### src/rtl/uart_pkg.sv
// Shared types and helpers for the UART receive path.
package uart_pkg;

    // Receiver FSM states; S_WAIT_IDLE parks the FSM after a framing error until the line returns high.
    typedef enum logic [2:0] {
        S_IDLE,
        S_START,
        S_DATA,
        S_STOP,
        S_WAIT_IDLE
    } uart_rx_state_t;

    // Clock cycles per bit; integer divide, remainder is absorbed by mid-bit sampling.
    function automatic int calc_div(input int clk_freq, input int baud);
        return clk_freq / baud;
    endfunction

endpackage

### src/rtl/sync_fifo.sv
// Small synchronous FIFO with combinational head output. Push while full is
// accepted only when a pop happens in the same cycle; pop while empty is ignored.
module sync_fifo #(
    parameter int WIDTH = 8,
    parameter int DEPTH = 4
) (
    input  logic             clk,
    input  logic             rst,
    input  logic             push,
    input  logic [WIDTH-1:0] push_data,
    output logic             full,
    input  logic             pop,
    output logic             empty,
    output logic [WIDTH-1:0] head
);
    localparam int AW = $clog2(DEPTH);
    localparam logic [AW:0] FULL_CNT = (AW+1)'(DEPTH);

    generate
        if (DEPTH < 2 || (DEPTH & (DEPTH - 1)) != 0) begin : g_bad_depth
            $error("sync_fifo: DEPTH must be a power of 2 and at least 2");
        end
    endgenerate

    logic [WIDTH-1:0] mem [DEPTH];
    logic [AW-1:0]    wr_ptr;
    logic [AW-1:0]    rd_ptr;
    logic [AW:0]      count;
    logic             do_pop;
    logic             do_push;

    assign empty   = (count == '0);
    assign full    = (count == FULL_CNT);
    assign head    = mem[rd_ptr];
    assign do_pop  = pop && !empty;
    assign do_push = push && (!full || do_pop);

    // Storage, pointers and occupancy; simultaneous push/pop leaves count unchanged.
    always_ff @(posedge clk or posedge rst) begin
        if (rst) begin
            for (int i = 0; i < DEPTH; i++) mem[i] <= '0;
            wr_ptr <= '0;
            rd_ptr <= '0;
            count  <= '0;
        end else begin
            if (do_push) begin
                mem[wr_ptr] <= push_data;
                wr_ptr      <= wr_ptr + AW'(1);
            end
            if (do_pop) begin
                rd_ptr <= rd_ptr + AW'(1);
            end
            case ({do_push, do_pop})
                2'b10:   count <= count + (AW+1)'(1);
                2'b01:   count <= count - (AW+1)'(1);
                default: count <= count;
            endcase
        end
    end

endmodule

### src/rtl/uart_rx.sv
// Oversampling 8N1 UART receiver: synchroniser, false-start rejection,
// 3-sample majority vote, framing-error detection and an output FIFO.
// Handshake: a byte is transferred on every rising CLK edge where VALID && READY;
// DATA is stable while VALID is high and READY is low.
module uart_rx
    import uart_pkg::*;
#(
    parameter int CLK_FREQ = 48000000,
    parameter int BAUD     = 3000000,
    parameter int DEPTH    = 4
) (
    input  logic       CLK,
    input  logic       RESET,
    input  logic       RX,
    output logic [7:0] DATA,
    output logic       VALID,
    input  logic       READY,
    output logic       FRAME_ERR,
    output logic       OVERRUN
);
    localparam int DIV = calc_div(CLK_FREQ, BAUD);
    localparam int MID = DIV / 2;
    localparam int CW  = $clog2(DIV);
    localparam logic [CW-1:0] CNT_S0   = CW'(MID - 1);
    localparam logic [CW-1:0] CNT_S1   = CW'(MID);
    localparam logic [CW-1:0] CNT_VOTE = CW'(MID + 1);
    localparam logic [CW-1:0] CNT_LAST = CW'(DIV - 1);

    generate
        if (DIV < 8) begin : g_bad_div
            $error("uart_rx: CLK_FREQ/BAUD must be at least 8");
        end
    endgenerate

    logic           sync1;
    logic           rxs;
    logic           rxs_d;
    logic           samp0;
    logic           samp1;
    logic           vote;
    logic           at_vote;
    logic           at_last;
    uart_rx_state_t state;      // observable FSM state for debug
    logic [CW-1:0]  cnt;
    logic [2:0]     bit_idx;
    logic [7:0]     shreg;
    logic           fifo_full;
    logic           fifo_empty;
    logic           pop;
    logic           push;

    assign at_vote = (cnt == CNT_VOTE);
    assign at_last = (cnt == CNT_LAST);
    assign vote    = (samp0 & samp1) | (samp0 & rxs) | (samp1 & rxs);
    assign VALID   = !fifo_empty;
    assign pop     = VALID && READY;
    assign push    = (state == S_STOP) && at_vote && vote && (!fifo_full || pop);

    // Two-flop synchroniser plus previous-value register for edge detection; idle-high reset.
    always_ff @(posedge CLK or posedge RESET) begin
        if (RESET) begin
            sync1 <= 1'b1;
            rxs   <= 1'b1;
            rxs_d <= 1'b1;
        end else begin
            sync1 <= RX;
            rxs   <= sync1;
            rxs_d <= rxs;
        end
    end

    // First two of the three mid-bit samples; the third is rxs itself at the vote count.
    always_ff @(posedge CLK or posedge RESET) begin
        if (RESET) begin
            samp0 <= 1'b1;
            samp1 <= 1'b1;
        end else begin
            if (cnt == CNT_S0) samp0 <= rxs;
            if (cnt == CNT_S1) samp1 <= rxs;
        end
    end

    // Frame FSM with bit timer, shift register and registered error pulses.
    always_ff @(posedge CLK or posedge RESET) begin
        if (RESET) begin
            state     <= S_IDLE;
            cnt       <= '0;
            bit_idx   <= '0;
            shreg     <= '0;
            FRAME_ERR <= 1'b0;
            OVERRUN   <= 1'b0;
        end else begin
            FRAME_ERR <= 1'b0;
            OVERRUN   <= 1'b0;
            cnt       <= at_last ? '0 : cnt + CW'(1);
            case (state)
                S_IDLE: begin
                    cnt <= '0;
                    if (rxs_d && !rxs) state <= S_START;
                end
                S_START: begin
                    if (at_vote && vote) begin
                        state <= S_IDLE;
                    end else if (at_last) begin
                        state   <= S_DATA;
                        bit_idx <= '0;
                    end
                end
                S_DATA: begin
                    if (at_vote) shreg <= {vote, shreg[7:1]};
                    if (at_last) begin
                        if (bit_idx == 3'd7) state <= S_STOP;
                        else                 bit_idx <= bit_idx + 3'd1;
                    end
                end
                S_STOP: begin
                    // Leave at the vote so a zero-gap next start bit is not missed.
                    if (at_vote) begin
                        if (vote) begin
                            if (fifo_full && !pop) OVERRUN <= 1'b1;
                            state <= S_IDLE;
                        end else begin
                            FRAME_ERR <= 1'b1;
                            state     <= S_WAIT_IDLE;
                        end
                    end
                end
                S_WAIT_IDLE: begin
                    if (rxs) state <= S_IDLE;
                end
                default: state <= S_IDLE;
            endcase
        end
    end

    sync_fifo #(
        .WIDTH (8),
        .DEPTH (DEPTH)
    ) u_fifo (
        .clk       (CLK),
        .rst       (RESET),
        .push      (push),
        .push_data (shreg),
        .full      (fifo_full),
        .pop       (pop),
        .empty     (fifo_empty),
        .head      (DATA)
    );

endmodule

### config.mk
export PLATFORM = sky130hd
export DESIGN_NAME = uart_rx
export DESIGN_NICKNAME = d
export VERILOG_FILES = /design/src/rtl/uart_pkg.sv /design/src/rtl/sync_fifo.sv /design/src/rtl/uart_rx.sv
export SDC_FILE = /design/constraint.sdc
export NUM_CORES = 1
export LEC_CHECK = 0
export ABC_AREA = 1
export ABC_CLOCK_PERIOD_IN_PS = 2100
export BUFFER_PORTS_ARGS = -buffer_cell sky130_fd_sc_hd__buf_4
export CORE_MARGIN = 2
export CORE_UTILIZATION = 54
export CTS_CLUSTER_DIAMETER = 120
export DETAILED_ROUTE_END_ITERATION = 6
export PLACE_DENSITY_LB_ADDON = 0.3
export SLEW_MARGIN = 20
export SYNTH_ARGS = -nofsm -noshare
export SYNTH_HDL_FRONTEND = slang
export SYNTH_SLANG_ARGS = --single-unit
### constraint.sdc
create_clock -name CLK -period 2.1 [get_ports CLK]
set_input_delay 0.105 -clock CLK [delete_from_list [all_inputs] [get_ports CLK]]
set_output_delay 0.105 -clock CLK [all_outputs]
set_load 0.02 [all_outputs]
==> results of run 1 <==
[per-stage QoR]
| stage | instances | power (mW) |
|---|---|---|
| 2_1_floorplan | 321 | 2.21 |
| 5_1_grt | 425 | 3.84 |
| 4_1_cts | 425 | 3.61 |
| 3_3_place_gp | 406 | 2.57 |
| 6_report | 425 | 3.60 |
| 3_5_place_dp | 406 | 2.59 |
[power by group through the flow]
| stage | Sequential [mW] | Combinational (mW) | Clock, mW |
|---|---|---|---|
| floorplan | 1.43 | 0.782 | 0 |
| global placement | 1.45 | 1.11 | 0 |
| detailed placement | 1.46 | 1.13 | 0 |
| CTS | 1.44 | 1.16 | 1.01 |
| global route | 1.45 | 1.32 | 1.07 |
| finish | 1.44 | 1.17 | 0.984 |
[state kept, by name, summed over array words and instances, names as in the netlist, 2 cells and up]
| signal | cells |
|---|---|
| u_fifo.wr_ptr | 2 |
| cnt | 4 |
| u_fifo.mem | 32 |
| bit_idx | 3 |
| shreg | 8 |
| state | 3 |
| u_fifo.count | 3 |
| u_fifo.rd_ptr | 2 |
[worst max-delay path: cells and delay by family (launching register included)]
| kind | cells | cell delay [ns] |
|---|---|---|
| and+or+nand+nor | 4 | 0.30 |
| DFF | 1 | 0.35 |
| adders and majority gates | 3 | 0.71 |
| AOI/OAI and AO/OA | 2 | 0.21 |
| xor gates and xnor gates | 1 | 0.14 |
| buffers and inverters | 3 | 0.16 |
[path summary, 6_finish.rpt]
| check | endpoint | slack, ns | cells past startpoint |
|---|---|---|---|
| max in group asynchronous | sync1 | 1.41 | 4 |
| worst min register to register | rxs | 0.36 | 0 |
| min in group asynchronous | bit_idx[1] | 0.40 | 4 |
| worst max-delay path | u_fifo.count[2] | 0.12 | 13 |
| worst min-delay path | u_fifo.rd_ptr[1] | 0.22 | 5 |
| worst max register to register | u_fifo.count[2] | 0.12 | 13 |
[synth_stat cells]
cell,instances,area share (%)
dfrtp_1,59,49
fa_1,1,0.66
nand3b_1,1,0.25
xor2_1,5,1.5
o21ai_2,7,2.0
buf_6,5,1.9
nand3_4,5,2.9
o22ai_1,8,1.7
nor2_2,1,0.21
nand2_4,1,0.37
a31oi_1,1,0.21
inv_2,2,0.25
clkbuf_1,3,0.37
nor2_8,1,0.66
nor3_1,3,0.50
nor2_4,2,0.75
nor2_1,29,3.6
ha_1,10,4.1
o21ai_1,25,4.1
nand4_1,2,0.41
nand3_2,1,0.33
nand3_1,8,1.3
a21oi_1,4,0.66
o21ai_0,31,5.1
nand2_1,70,8.7
xnor2_1,1,0.29
inv_1,29,3.6
or2_0,1,0.21
dfstp_2,5,4.4
[per-layer routing]
layer | wire length, µm | global-route usage, %
met1 | 2540 | 25.1
met2 | 2750 | 34.9
met3 | 184 | 3.41
met4 | 99 | 8.95
met5 | 0 | 0
[layout make-up]
type	count	area, µm²
multi-input combinational	218	1250
sequential	64	1610
fill	457	1990
tap	72	90.1
inverter	31	116
timing repair buffer	24	198
clock inverter	4	47.5
clock buffer	12	135
[kinds of logic (layout without fill, tap and decap cells)]
logic type,after synthesis,after routing,share of synthesized area [%]
XOR/XNOR,6,6,1.74
adder cells (fa/ha/maj),11,11,4.81
AO/OA/AOI/OAI,76,76,13.8
buffers and inverters,39,71,6.09
flip-flops,64,64,53.3
AND/OR/NAND/NOR,125,125,20.2
[repair_timing]
action,in CTS,in global routing
setup buffers,1,0
pin swaps,0,0
setup endpoints to repair,1,2
hold endpoints to repair,60,0
hold buffers,2,0
gates resized for setup,0,8
[cell usage in the layout, fill, tap and decap left out, types with 4 or more instances in the layout]
cell type and n:
xor2_1 5, clkbuf_8 9, inv_2 4, dfstp_2 5, ha_1 8, buf_4 21, nand3_4 5, dfrtp_1 59
nor2_1 29, o22ai_1 8, o21ai_0 29, inv_1 27, nand3_1 7, o21ai_2 7, o21ai_1 27, nand2_1 69
==> impl_summary.txt, run 1 <==
----------------------------------------------------
[Status]
  Result of the run ... complete, no violations

[Floorplan]
  Effective utilization at floorplan ... 55.5%
  Die boundary width ... slightly below 80 µm
  Placement Rows ... 27
  Floorplan die height ... between 70 and 80 µm
  Full die area ... 0.00620 mm²
  Number of top-level pins ... 15
  Total core area ... about 0.0054 mm²

[Timing]
  Unrepaired setup endpoints after global routing ... false
  Max Clock Skew ... around 0.0075 ns
  Smallest setup slack after layout ... about 0.12 ns
  Slew Limit Headroom ... approximately 70%
  Portion of the clock cycle consumed by the worst path in the final layout ... 94.5%
  Endpoints failing setup ... 0
  Max frequency ... approximately 500 MHz
  Sum Neg Setup Slack ... 0 ns
  Crit path time final ... just under 2 ns
  Minimum hold slack ... 0.224 ns
  Pin slew with the least headroom to its limit ... ~0.46 ns
  Final hold violations ... 0
  Final max-slew violation count ... 0

[Place]
  Quantity of I/O buffers inserted on ports ... 14
  Placed wire-length estimate after detailed placement ... 3730 µm
  Total cell area at the placement stage ... 0.00322 mm²
  Final Wtd Congestion ... about 0.77
  Worst slack at placement ... 0.00392 ns

[Logic synthesis]
  Synthesized cell area ... roughly 0.0030 mm²
  Gate count after technology mapping ... 321
  Post-synth net total ... about 340
  Post-synthesis cell type count ... 29
  Average cell area after synthesis ... around 9.4 µm²
  Yosys warning total ... 0
  Synth Register Bits ... 64
  Seq/Total Area, Yosys ... a little over half

[Routing]
  Post-detailed-route via-to-cell ratio ... between 5 and 6
  Iter 0 DRT Violations ... 146
  Number of detailed-route iterations in the first pass ... 4
  Remaining number of nets flagged by the antenna check after routing ... 0
  WL final ... ~5600 µm
  Number of remaining DRC errors ... 0
  Average wire length per cell after detail routing ... 13.1 µm
  Number of vias after detailed routing ... between 2000 and 2500

[Worst setup path]
  Crit Reg-Reg Startpoint ... cnt[1]
  Path type of the worst setup path ... reg -> reg
  Largest driver fanout on the critical path ... 4
  Ordered list of cells on the worst path ... inv_1 > ha_2 > nand3_4 > inv_2 > nand2_4 > nor2_8 > nand2_4 > ha_2 > inv_2 > fa_2 > a21oi_2 > o21ai_1 > xor2_1
  CP max stage cell ... dfrtp_1
  Worst path max stage delay ... 0.35 ns
  Setup crit end kind ... flip-flop
  Startpoint Class ... flip-flop
  Launch point of the critical path ... cnt[1]
  Worst Path Required ... around 2.3 ns
  Data arrival time of the worst path ... between 2 and 2.5 ns

[Global route]
  Wire length of the first global-routing pass ... 9760 µm
  Global routing usage summed across all routing layers ... between 20 and 25%
  Pin count of the biggest net entering global routing ... between 60 and 70
  Antenna violations before repair ... 0
  Total congestion overflow ... 0
  Via count of the first global-routing pass ... 2193

[Power and ir drop]
  Reported leakage power ... between 1.5 and 2 nW
  IR Drop Worst-Case VDD ... about 620 µV
  Int Pwr ... 2.34 mW
  Gate power share ... approximately 33%
  Portion of total power attributed to sequential cells ... 40.0%
  Switching share of power ... roughly a third
  Share of total power in the clock network ... between 20% and 30%
  Switching pwr ... roughly 1.3 mW
  Pwr/cell area ... 1040 mW/mm²

[Layout]
  Layout net count ... approximately 360
  Fraction of final layout cells with drive strength greater than 1 ... 19.3%
  Antenna diodes ... 0
  End-of-flow core utilization ... between 60% and 70%
  Final cell area excluding filler cells ... between 0.003 and 0.004 mm²
  Layout-stage area growth over the synthesis result ... 14.1%

[Job]
  Max-cap viol count ... 0

[Clock network]
  CTS clk-pin slew, worst paths ... about 0.060 ns
  Number of levels in the clock H-tree ... 3
  Clock tree from TritonCTS ... built
  Root Driver ... clkbuf_8
  Max Root-Sink Buffers ... 2
  Clock sinks ... 64
  Clock insertion delay at the later pin of the skew report ... 0.33 ns
  CTS buffer count ... 9

[Hold path]
  Kind of path behind the tightest hold check ... in -> reg
  Startpoint of the most critical hold path ... READY

----------------------------------------------------
No activity file was read; power rests on OpenSTA's default activity.
==> run 2: changes to the inputs <==
--- a/config.mk
+++ b/config.mk
@@ -13,7 +13,6 @@
 export CTS_CLUSTER_DIAMETER = 120
 export DETAILED_ROUTE_END_ITERATION = 6
 export PLACE_DENSITY_LB_ADDON = 0.3
-export SLEW_MARGIN = 20
 export SYNTH_ARGS = -nofsm -noshare
 export SYNTH_HDL_FRONTEND = slang
 export SYNTH_SLANG_ARGS = --single-unit
==> constraint.sdc (replaced) <==
create_clock -name CLK -period 2.1 [get_ports CLK]
set_input_delay 0.21 -clock CLK [delete_from_list [all_inputs] [get_ports CLK]]
set_output_delay 0.21 -clock CLK [all_outputs]
set_load 0.02 [all_outputs]
==> impl_summary.txt, run 2 (synthesized netlist as in run 1, its figures left out) <==
----------------------------------------------------
[Clock network]
  CTS clk-pin slew, worst paths ... 0.07 ns (about the same)
  Clock sinks ... 64 (unchanged)
  Clock insertion delay at the later pin of the skew report ... 0.34 ns (about the same)
  Clock tree from TritonCTS ... built
  Max Root-Sink Buffers ... 2 (unchanged)
  Root Driver ... clkbuf_8
  Number of levels in the clock H-tree ... 3 (unchanged)
  CTS buffer count ... 9 (unchanged)

[Place]
  Total cell area at the placement stage ... 0.00322 mm² (unchanged)
  Final Wtd Congestion ... 0.807 (+5.5%)
  Placed wire-length estimate after detailed placement ... 3660 µm (-1.7%)
  Worst slack at placement ... 0.00754 ns (+0.00362 ns)
  Placed cells ... 406 (unchanged)
  Quantity of I/O buffers inserted on ports ... 14 (unchanged)

[Layout]
  Final cell area excluding filler cells ... 0.00350 mm² (+1.6%)
  Commonest non-fill, non-tap cell in the layout ... nand2_1
  Layout net count ... 363 (unchanged)
  Largest regs ... u_fifo.mem x32, shreg x8, cnt x4
  Most used cells in the layout excluding fill and tap cells ... nand2_1 (69), dfrtp_1 (59), nor2_1 (29), o21ai_0 (29), inv_1 (28)
  Fraction of final layout cells with drive strength greater than 1 ... 19.0% (-0.28 points)
  Antenna diodes ... 0 (unchanged)
  Layout-stage area growth over the synthesis result ... 16.0%
  Most flops, register ... u_fifo.mem
  Fin cells ... 425 (unchanged)
  End-of-flow core utilization ... 64.4% (+1.0 points)
  Flip-flop count of the largest register, all copies and words added ... 32 (unchanged)
  Layout filler cell count ... 412 (-9.8%)

[Worst setup path]
  Worst-case reg-to-reg path depth ... 11 (-2)
  Largest driver fanout on the critical path ... 4 (unchanged)
  Worst path max stage delay ... 0.45 ns (+0.10 ns)
  Count of buffering cells on the critical path with inverters included ... 3 (unchanged)
  Top cell family by delay on the critical path ... adder cells
  Path type of the worst setup path ... reg -> reg
  Data arrival time of the worst path ... 2.28 ns (+0.08 ns)
  Startpoint Class ... flip-flop
  Worst path depth ... 11 (-2)
  Ordered list of cells on the worst path ... inv_1 > ha_2 > nand3_4 > inv_2 > nand2_4 > nor2_8 > nand2_4 > ha_1 > inv_1 > fa_2 > o21ai_1
  CP max stage cell ... fa_2
  Worst Path Required ... 2.35 ns (+0.04 ns)
  Setup crit end kind ... flip-flop

[Power and ir drop]
  IR Drop Worst-Case VDD ... 573 µV (-7.9%)
  Sum of internal, switching and leakage power ... 3.91 mW (+8.6%)
  Reported leakage power ... 1.64 nW (+2.2%)
  Pwr/cell area ... 1120 mW/mm² (+6.9%)

[Global route]
  Antenna violations before repair ... 0 (unchanged)
  Via count of the first global-routing pass ... 2146 (-2.1%)
  Global routing usage summed across all routing layers ... 20.9% (+0.61 points)
  Wire length of the first global-routing pass ... 9940 µm (+1.8%)
  Pin count of the biggest net entering global routing ... 65 (unchanged)
  Total congestion overflow ... 0 (unchanged)

[Timing]
  Slew Limit Headroom ... 69.2% (-0.33 points)
  Endpoints failing setup ... 0 (unchanged)
  Max Clock Skew ... 0.00924 ns (+0.00175 ns)
  Minimum hold slack ... 0.325 ns (+0.100 ns)
  Pin slew with the least headroom to its limit ... 0.462 ns (+0.00491 ns)
  Sum Neg Setup Slack ... 0 ns (unchanged)
  Final max-slew violation count ... 0 (unchanged)
  Max frequency ... 494 MHz (-2.0%)
  Final hold violations ... 0 (unchanged)
  Crit path time final ... 2.03 ns (+0.0415 ns)
  Smallest setup slack after layout ... 0.0739 ns (-0.0415 ns)
  Portion of the clock cycle consumed by the worst path in the final layout ... 96.5% (+2.0 points)

[Routing]
  Number of remaining DRC errors ... 0 (unchanged)
  Number of detailed-route iterations in the first pass ... 4 (unchanged)
  Number of vias after detailed routing ... 2223 (-0.58%)
  Remaining number of nets flagged by the antenna check after routing ... 0 (unchanged)
  Average wire length per cell after detail routing ... 13.4 µm (+2.0%)
  Iter 0 DRT Violations ... 126 (-14%)
  Post-detailed-route via-to-cell ratio ... 5.23 (-0.58%)
  WL final ... 5680 µm (+2.0%)

[Floorplan]
  Placement Rows ... 27 (unchanged)
  Floorplan die height ... 78.8 µm (unchanged)
  Full die area ... 0.00620 mm² (unchanged)
  Total core area ... 0.00544 mm² (unchanged)
  Number of top-level pins ... 15 (unchanged)
  Die boundary width ... 78.8 µm (unchanged)
  Effective utilization at floorplan ... 55.5% (unchanged)

[Status]
  Result of the run ... complete, no violations

[Job]
  Max-cap viol count ... 0 (unchanged)

[Hold path]
  Hold Path Cell Cnt ... 4 (-1)
  Kind of path behind the tightest hold check ... in -> reg

----------------------------------------------------
run 2: power by group:
group          internal [mW]  switching, mW  leakage (nW)
combinational          0.447          0.729         0.667
sequential              1.34         0.0921         0.851
clock                  0.822          0.474         0.124
run 2: timing repair:
| action | CTS | global route |
|---|---|---|
| hold endpoints to repair | 60 | 0 |
| resized for setup | 0 | 5 |
| endpoints found under the setup margin | 1 | 2 |
| setup buffers | 1 | 0 |
| hold buffers | 2 | 0 |
run 2: path summary, 6_finish.rpt:
check	endpoint	slack (ns)	startpoint
max	u_fifo.count[1]	0.07	cnt[1]
max reg2reg	u_fifo.count[1]	0.07	cnt[1]
min	u_fifo.rd_ptr[0]	0.32	READY
max in group asynchronous	samp0	1.30	RESET
min reg2reg	rxs	0.36	sync1
min in group asynchronous	cnt[2]	0.51	RESET
run 2: cell type report:
cell class	count	area, µm²	area share [%]
clock inverters	5	104	2.97
multi-input cells	218	1240	35.5
flip-flops and latches	64	1610	45.9
well taps	72	90.1	2.57
clock buffers	11	141	4.04
repair buffers	24	198	5.65
inverters	31	116	3.32
run 2: worst register-to-register path: cells and delay by family, from the launching register on:
kind                       cells  cell delay [ns]
adders and majority gates      3             0.83
DFF                            1             0.38
and+or+nand+nor                4             0.32
buffers and inverters          3             0.26
AOI/OAI and AO/OA              1             0.16
run 2: metal layers:
metal	global-route usage, %	vias to the layer above	part of all wire, %
met3	3.41	12	3.0
met2	33.4	37	48
li1	-	1107	-
met4	9.82	0	1.9
met5	0	-	0
met1	27.9	1067	47
==> run 3: changes to the inputs <==
--- a/config.mk
+++ b/config.mk
@@ -8,7 +8,7 @@
 export ABC_AREA = 1
 export ABC_CLOCK_PERIOD_IN_PS = 2100
 export BUFFER_PORTS_ARGS = -buffer_cell sky130_fd_sc_hd__buf_4
-export CORE_MARGIN = 2
+export CORE_MARGIN = 5
 export CORE_UTILIZATION = 54
 export CTS_CLUSTER_DIAMETER = 120
 export DETAILED_ROUTE_END_ITERATION = 6
==> impl_summary.txt, run 3 (synthesized netlist as in run 1, its figures left out) <==
----------------------------------------------------
[Routing]
  Iter 0 DRT Violations ... 125 (-0.79%)
  Met1 Wirelength ... 2580 µm (-4.1%)
  Remaining number of nets flagged by the antenna check after routing ... 0 (unchanged)
  Number of remaining DRC errors ... 0 (unchanged)
  WL final ... 5570 µm (-2.0%)
  Number of detailed-route iterations in the first pass ... 4 (unchanged)
  Detail Route met3 WL ... 156 µm (-8.2%)
  Number of vias after detailed routing ... 2209 (-0.63%)
  Post-detailed-route via-to-cell ratio ... 5.17 (-1.1%)
  Average wire length per cell after detail routing ... 13.1 µm (-2.4%)
  Met2 Routed Length ... 2730 µm (+0.33%)
  Highest layer used for signal routing ... met4

[Worst setup path]
  R2r setup slk ... 0.09 ns (+0.02 ns)
  Launch point of the critical path ... cnt[1]
  Ordered list of cells on the worst path ... inv_2 > ha_2 > nand3_4 > inv_2 > nand2_4 > nor2_8 > nand2_4 > ha_4 > inv_2 > fa_2 > a21oi_2 > o21ai_1 > xor2_1
  Worst reg2reg endpoint ... u_fifo.count[2]
  Setup crit end kind ... flip-flop
  Critical Path End ... u_fifo.count[2]
  CP max stage cell ... dfrtp_1
  Largest driver fanout on the critical path ... 4 (unchanged)
  Worst path max stage delay ... 0.39 ns (-0.06 ns)
  Path type of the worst setup path ... reg -> reg
  Worst-case reg-to-reg path depth ... 13 (+2)
  Worst Path Required ... 2.32 ns (-0.03 ns)
  Startpoint Class ... flip-flop
  Crit Reg-Reg Startpoint ... cnt[1]
  Critical path's most frequent cell ... inv_2
  Data arrival time of the worst path ... 2.23 ns (-0.05 ns)

[Layout]
  Layout net count ... 365 (+0.55%)
  Fraction of final layout cells with drive strength greater than 1 ... 20.3% (+1.3 points)
  Most flops, register ... u_fifo.mem
  End-of-flow core utilization ... 63.1% (-1.2 points)
  Largest regs ... u_fifo.mem x32, shreg x8, cnt x4
  Antenna diodes ... 0 (unchanged)
  Commonest non-fill, non-tap cell in the layout ... nand2_1
  Most used cells in the layout excluding fill and tap cells ... nand2_1 (69), dfrtp_1 (59), nor2_1 (29), o21ai_0 (29), o21ai_1 (27)
  Flip-flop count of the largest register, all copies and words added ... 32 (unchanged)
  Layout-stage area growth over the synthesis result ... 14.5%

[Timing]
  Max Clock Skew ... 0.00892 ns (-0.000320 ns)
  Endpoints failing setup ... 0 (unchanged)
  Slew Limit Headroom ... 68.0% (-1.2 points)
  Sum Neg Setup Slack ... 0 ns (unchanged)
  Final max-slew violation count ... 0 (unchanged)
  Crit path time final ... 2.01 ns (-0.0197 ns)
  Max frequency ... 498 MHz (+0.98%)
  Final hold violations ... 0 (unchanged)
  Portion of the clock cycle consumed by the worst path in the final layout ... 95.5% (-0.94 points)
  Pin slew with the least headroom to its limit ... 0.479 ns (+0.0175 ns)

[Clock network]
  Clock insertion delay at the later pin of the skew report ... 0.34 ns (about the same)
  Number of levels in the clock H-tree ... 3 (unchanged)
  Root Driver ... clkbuf_8
  Clock sinks ... 64 (unchanged)
  CTS clk-pin slew, worst paths ... 0.07 ns (about the same)
  CTS buffer count ... 9 (unchanged)
  Clock tree from TritonCTS ... built
  Max Root-Sink Buffers ... 2 (unchanged)

[Floorplan]
  Placement Rows ... 27 (unchanged)
  Total core area ... 0.00547 mm² (+0.62%)
  Effective utilization at floorplan ... 55.1% (-0.34 points)
  Full die area ... 0.00718 mm² (+16%)
  Die boundary width ... 84.8 µm (+7.6%)
  Number of top-level pins ... 15 (unchanged)
  Floorplan die height ... 84.8 µm (+7.6%)

[Place]
  Placed wire-length estimate after detailed placement ... 3680 µm (+0.58%)
  Final Wtd Congestion ... 0.828 (+2.6%)
  Quantity of I/O buffers inserted on ports ... 14 (unchanged)

[Status]
  Result of the run ... complete, no violations

[Global route]
  Via count of the first global-routing pass ... 2162 (+0.75%)
  Wire length of the first global-routing pass ... 9680 µm (-2.6%)
  Pin count of the biggest net entering global routing ... 65 (unchanged)
  Total congestion overflow ... 0 (unchanged)
  Antenna violations before repair ... 0 (unchanged)
  Global routing usage summed across all routing layers ... 17.2% (-3.6 points)

[Job]
  Max-cap viol count ... 0 (unchanged)

[Power and ir drop]
  Pwr/cell area ... 1020 mW/mm² (-8.2%)
  Reported leakage power ... 1.60 nW (-2.5%)
  IR Drop Worst-Case VDD ... 612 µV (+6.9%)

[Hold path]
  Kind of path behind the tightest hold check ... in -> reg

----------------------------------------------------
[run 3: cell types whose count changed in the layout (fill, tap and decap cells not counted), sizes merged]
cell	delta
bufinv	-3
clkinvlp	+3
buf	+2
[run 3: how the worst min path moves through the flow]
stage,from,end,depth (start not counted)
after floorplan,RX,sync1,0
after detailed placement,RESET,OVERRUN,3
final,READY,u_fifo.rd_ptr[0],4
after CTS,READY,u_fifo.rd_ptr[0],4
after global placement,RESET,FRAME_ERR,3
after global routing,sync1,rxs,0
[run 3: worst max-delay path: cells and delay by family, from the launching register on]
family,cells,cell delay (ns)
fa+ha+maj,3,0.68
flops,1,0.39
simple gates,4,0.31
compound gates,2,0.23
buf+inv,3,0.14
xor+xnor,1,0.14
[run 3: timing repair]
item,in CTS,in global routing
endpoints found under the hold margin,60,0
buffers inserted,0,3
setup endpoints to repair,0,2
gates resized for setup,0,9
hold buffers,2,0
[run 3: metrics by stage]
stage / hold WS [ns] / total power [mW] / std cells / setup slack [ns] / area [µm²]
final: 0.341 / 3.54 / 427 / 0.0936 / 3460
after global routing: 0.360 / 3.82 / 427 / -0.0449 / 3460
after CTS: 0.298 / 3.52 / 424 / 0.0206 / 3410
after detailed placement: 0.314 / 2.60 / 406 / 0.0254 / 3220
after global placement: 0.308 / 2.56 / 406 / 0.0843 / 3220
after floorplan: 0.214 / 2.21 / 321 / 0.0351 / 3020
[run 3: layout make-up]
| class | instances | area (µm²) |
|---|---|---|
| sequential | 64 | 1610 |
| clock inverter | 5 | 32.5 |
| fill | 462 | 2020 |
| clock buffer | 11 | 141 |
| inverter | 31 | 116 |
| timing repair buffer | 26 | 213 |
| multi-input combinational | 218 | 1250 |
| tap | 72 | 90.1 |
[run 3: where the power goes]
group | internal [mW] | switching [mW] | total, mW
combinational | 0.457 | 0.720 | 1.18
sequential | 1.34 | 0.100 | 1.44
clock | 0.456 | 0.463 | 0.919
[run 3: per-layer routing]
metal / vias up / GRT usage (%)
met4: 0 / 8.63
met1: 1057 / 20.3
li1: 1121 / -
met3: 10 / 4.22
met2: 21 / 29.1
met5: - / 0
